**config.mk**
```make
export PLATFORM = sky130hd
export DESIGN_NAME = dft_sequencer
export DESIGN_NICKNAME = d
export VERILOG_FILES = /design/src/rtl/dft_sequencer.sv
export SDC_FILE = /design/constraint.sdc
export NUM_CORES = 1
export LEC_CHECK = 0
export ABC_CLOCK_PERIOD_IN_PS = 2800
export CAP_MARGIN = 5
export CORE_ASPECT_RATIO = 1.4
export CORE_UTILIZATION = 53
export CTS_BUF_LIST = sky130_fd_sc_hd__clkbuf_4 sky130_fd_sc_hd__clkbuf_8
export DETAILED_ROUTE_END_ITERATION = 10
export DONT_BUFFER_PORTS = 1
export PLACE_DENSITY = 0.75
export REMOVE_ABC_BUFFERS = 1
export SLEW_MARGIN = 20
export SYNTH_ARGS = -nofsm -noshare
export SYNTH_HDL_FRONTEND = slang
export SYNTH_SLANG_ARGS = --single-unit
```
**constraint.sdc**
```tcl
create_clock -name clk -period 2.8 [get_ports clk]
set_input_delay 0.42 -clock clk [delete_from_list [all_inputs] [get_ports clk]]
set_output_delay 0.42 -clock clk [all_outputs]
set_load 0.005 [all_outputs]
```
**src/rtl/dft_sequencer.sv**
```systemverilog
// Sliding-DFT scheduler: routes each accepted sample to one octave, then sweeps that octave's bins in two passes.
// Optional build macro DFT_SEQ_CYCLECOUNT_EN adds the sweepCycles output.
//
// state | meaning
// IDLE  | waiting for a sample, sampleReady high
// WRITE | one-hot write strobe to the selected octave storage
// SWEEP | issuing bin steps (operation 0 then 1) to the datapath
// DONE  | frameDone pulse, bin/operation back to zero

module dft_sequencer #(
    parameter int OCT  = 5,
    parameter int BINS = 24,
    parameter int N    = 16
) (
    input  logic                    clk,
    input  logic                    rst,
    input  logic signed [N-1:0]     sampleIn,
    input  logic                    sampleValid,
    output logic                    sampleReady,
    output logic signed [N-1:0]     newSample,
    output logic [OCT-1:0]          writeLines,
    output logic [$clog2(OCT)-1:0]  octave,
    output logic [$clog2(BINS)-1:0] bin,
    output logic                    operation,
    output logic                    stepValid,
    input  logic                    stepReady,
    output logic                    frameDone,
`ifdef DFT_SEQ_CYCLECOUNT_EN
    output logic [15:0]             sweepCycles,
`endif
    output logic                    busy
);

    localparam int OW = $clog2(OCT);
    localparam int BW = $clog2(BINS);

    typedef enum logic [1:0] {IDLE, WRITE, SWEEP, DONE} state_t;

    state_t                state_q, state_d;
    logic [OCT-1:0]        cnt_q, cnt_d, cnt_inc;
    logic [OW-1:0]         oct_sel;
    logic signed [N-1:0]   sample_q, sample_d;
    logic [OCT-1:0]        write_lines_q, write_lines_d;
    logic [OW-1:0]         octave_q, octave_d;
    logic [BW-1:0]         bin_q, bin_d;
    logic                  op_q, op_d;
    logic                  frame_done_q, frame_done_d;

    assign cnt_inc = cnt_q + OCT'(1);

    // Lowest set bit of the incremented count; a wrap to zero lands on the top octave.
    always_comb begin
        oct_sel = OW'(OCT - 1);
        for (int i = OCT - 1; i >= 0; i--) begin
            if (cnt_inc[i]) oct_sel = OW'(i);
        end
    end

    always_comb begin
        state_d       = state_q;
        cnt_d         = cnt_q;
        sample_d      = sample_q;
        write_lines_d = '0;
        octave_d      = octave_q;
        bin_d         = bin_q;
        op_d          = op_q;
        frame_done_d  = 1'b0;
        case (state_q)
            IDLE: begin
                if (sampleValid) begin
                    sample_d      = sampleIn;
                    cnt_d         = cnt_inc;
                    octave_d      = oct_sel;
                    write_lines_d = OCT'(1) << oct_sel;
                    bin_d         = '0;
                    op_d          = 1'b0;
                    state_d       = WRITE;
                end
            end
            WRITE: state_d = SWEEP;
            SWEEP: begin
                if (stepReady) begin
                    if (bin_q == BW'(BINS - 1)) begin
                        bin_d = '0;
                        if (op_q) begin
                            op_d         = 1'b0;
                            frame_done_d = 1'b1;
                            state_d      = DONE;
                        end else begin
                            op_d = 1'b1;
                        end
                    end else begin
                        bin_d = bin_q + BW'(1);
                    end
                end
            end
            DONE: state_d = IDLE;
            default: state_d = IDLE;
        endcase
    end

    always_ff @(posedge clk or negedge rst) begin
        if (!rst) begin
            state_q       <= IDLE;
            cnt_q         <= '0;
            sample_q      <= '0;
            write_lines_q <= '0;
            octave_q      <= '0;
            bin_q         <= '0;
            op_q          <= 1'b0;
            frame_done_q  <= 1'b0;
        end else begin
            state_q       <= state_d;
            cnt_q         <= cnt_d;
            sample_q      <= sample_d;
            write_lines_q <= write_lines_d;
            octave_q      <= octave_d;
            bin_q         <= bin_d;
            op_q          <= op_d;
            frame_done_q  <= frame_done_d;
        end
    end

    assign sampleReady = (state_q == IDLE);
    assign stepValid   = (state_q == SWEEP);
    assign busy        = (state_q != IDLE);
    assign newSample   = sample_q;
    assign writeLines  = write_lines_q;
    assign octave      = octave_q;
    assign bin         = bin_q;
    assign operation   = op_q;
    assign frameDone   = frame_done_q;

`ifdef DFT_SEQ_CYCLECOUNT_EN
    logic [15:0] cyc_q, cyc_d, cyc_inc;
    logic [15:0] sweep_cycles_q, sweep_cycles_d;

    // The DONE cycle itself is included in the latched total.
    always_comb begin
        cyc_inc        = (cyc_q == 16'hFFFF) ? cyc_q : cyc_q + 16'd1;
        cyc_d          = cyc_q;
        sweep_cycles_d = sweep_cycles_q;
        if (state_q == IDLE) begin
            if (sampleValid) cyc_d = '0;
        end else begin
            cyc_d = cyc_inc;
            if (state_q == DONE) sweep_cycles_d = cyc_inc;
        end
    end

    always_ff @(posedge clk or negedge rst) begin
        if (!rst) begin
            cyc_q          <= '0;
            sweep_cycles_q <= '0;
        end else begin
            cyc_q          <= cyc_d;
            sweep_cycles_q <= sweep_cycles_d;
        end
    end

    assign sweepCycles = sweep_cycles_q;
`endif

endmodule

```
==> impl_metrics.toml <==
[critical_path]
cp-start-kind = "flop"
crit_arrival_ns = 2.24
crit_slowest_cell = "ha_1"
end_kind = "flop"
crit_path_max_incr_delay_ns = 0.43
path_max_fanout = 12
path_cells = "inv_1 -> ha_1 -> nor2b_1 -> or3_1 -> mux2_1"
worstPathRequired_ns = 2.98
path_class = "reg -> reg"

[clocking]
root_buffer = "clkbuf_8"
path_clk_slew_ns = 0.07
h-tree-depth = 2
clock_sinks = 37
cts_buffers = 5
cts_tree = "yes"
worstSkewPairLatency_ns = 0.30
post-cts-setup-buffers = 0
clk_path_buf_depth = 2

[final_layout]
mostFrequentLayoutCells = "dfrtp_1, mux2_2, nand2_1, nor2_1, nand3_1"
n_fill_cell = 230
ff_latch_area_um2 = 926
final_common_cell = "dfrtp_1"
syn2layout_area_growth_pct = 11.0
nets = 167
multi_input_area_um2 = 678
drive_gt1_frac = 0.189
diodes = 0

[timing]
rsz0062_at_grt = "false"
fin_skew_ns = 0.00481
min_period_ns = 2.06
post-route-period-util = 0.736
tightestPinTransition_ns = 0.423
final_max_slew_viol_count = 0
fmax_mhz = 485
fin_hold_ws_ns = 0.273
hold_viol_final = 0
setup_viol = 0
fin_tns_setup_ns = 0
relSlewSlack = 0.718

[route]
viasPerCell = 6.06
wl_per_cell_um = 18.3
route.detailed.drc = 0
wl_met2_um = 1710
routed.top_layer = "met4"
via_count = 1090
drt_iter0_drc = 35
wirelength_um = 3300
first_pass_iters = 4
ant_nets = 0
wl_met1_um = 1220
dr_wl_met3_um = 256

[grt]
grt_pass1_vias = 1172
grt_usage = 0.228
grt_max_degree = 38
antenna_found_initial = 0
grt_pass1_wl_um = 5420
grt_overflow_total = 0

[synthesis]
syn_area_mm2 = 0.00166
ys_seq_elements = 37
synth_edf_count = 0
yosysSeqAreaShare = 0.558
yosysTopAreaCell = "dfrtp_1"
synthCells = 138
postSynthAreaPerCell_um2 = 12.0
yosysWarnings = 0
synth_async_sr_flop_share = 1.00
yosysUniqueCellTypes = 38
synth_top_area_frac = 0.558
ys.flop_type = "dfrtp_1"
synth.area.top_cells = "dfrtp_1, mux2_2, ha_1, xnor2_1, nand2_1"

[die]
die_h_um = 68.2
die_area_mm2 = 0.00336
io_pins = 54
design.core.area_mm2 = 0.00291
num_rows = 23
die_x_um = 49.3
start_util = 0.570

[status]
status = "finished clean"

[power]
vdd_drop_max_mv = 0.669
p_per_area_mw_per_mm2 = 1200
p_leak_nw = 0.826

[placed_design]
hpwl_um = 2250
globalplace.congestion = 0.827
io_buffers = 0

[job]
max-cap-violations = 0

[hold_path]
min_path_type = "in -> reg"
==> area by class of cell <==
class,count,share of cell area
flip-flops and latches,37,0.503
multi-input cells,90,0.368
clock inverters,3,0.0354
well taps,37,0.0252
repair buffers,3,0.0204
inverters,5,0.0102
clock buffers,5,0.0374
==> through the flow <==
| stage | utilization | std cells | power (W) | worst slack (ns) | cell area [µm²] |
|---|---|---|---|---|---|
| 2_1_floorplan | - | 132 | 0.00146 | 0.959 | 1620 |
| 3_3_place_gp | 0.577 | 170 | 0.00158 | 0.899 | 1680 |
| 3_5_place_dp | 0.577 | 170 | 0.00165 | 0.799 | 1680 |
| 4_1_cts | 0.633 | 180 | 0.00221 | 0.777 | 1840 |
| 5_1_grt | 0.633 | 180 | 0.00234 | 0.624 | 1840 |
| 6_report | 0.633 | 180 | 0.00220 | 0.740 | 1840 |
==> state kept, by name (all words and copies together), names as in the netlist <==
register / count
bin: 5
cnt_q: 4
writeLines: 5
frameDone: 1
newSample: 16
operation: 1
state_q: 2
octave: 3
==> what timing repair did <==
action / CTS / global route
resized for setup: 0 / 0
hold buffers: 2 / 0
setup endpoints to repair: 0 / 0
endpoints found under the hold margin: 37 / 0
==> worst max-delay path, delay by kind of cell (launching register included) <==
kind | cells | cell delay (ns)
and+or+nand+nor | 2 | 0.71
adders and majority gates | 1 | 0.43
buffers and inverters | 1 | 0.10
muxes | 1 | 0.34
DFF | 1 | 0.38
==> kinds of logic after synthesis <==
family,share of synthesized area
muxes,0.115
xor gates and xnor gates,0.0317
buffers and inverters,0.0325
and+or+nand+nor,0.146
DFF,0.558
AOI/OAI and AO/OA,0.0785
adders and majority gates,0.0377
==> report_power, final <==
| part | total (W) | leakage [nW] | switching [W] | internal, W |
|---|---|---|---|---|
| clock | 0.000544 | 0.0681 | 0.000190 | 0.000354 |
| combinational | 0.000688 | 0.292 | 0.000365 | 0.000323 |
| sequential | 0.000968 | 0.466 | 0.000211 | 0.000757 |
==> cell usage after synthesis, drive strengths merged, types with 2 or more instances <==
cell type / n
ha: 5
inv: 5
nand3: 6
nand4: 2
and2: 2
buf: 5
mux2: 17
dfrtp: 37
nor3: 3
nor2b: 2
and3: 2
nor2: 9
or3: 2
o31ai: 3
o21ai: 3
xnor2: 4
nand2: 9
and4b: 2
a21oi: 2
xor2: 2
a31oi: 2
==> metal layers <==
metal  track usage  vias up
li1              -      500
met1         0.227      532
met2         0.385       46
met3        0.0978       12
met4         0.158        0
met5             0        -
==> final timing paths <==
kind,start,endpoint,slack (ns),depth (start not counted)
setup reg to reg,state_q[0],bin[0],0.74,5
max in group asynchronous,rst,writeLines[4],2.05,2
hold / removal,sampleIn[11],newSample[11],0.27,1
hold reg to reg,octave[2],octave[2],0.53,2
min in group asynchronous,rst,operation,0.57,2
setup / recovery,state_q[0],bin[0],0.74,5
(Power assumes the default switching activity.)
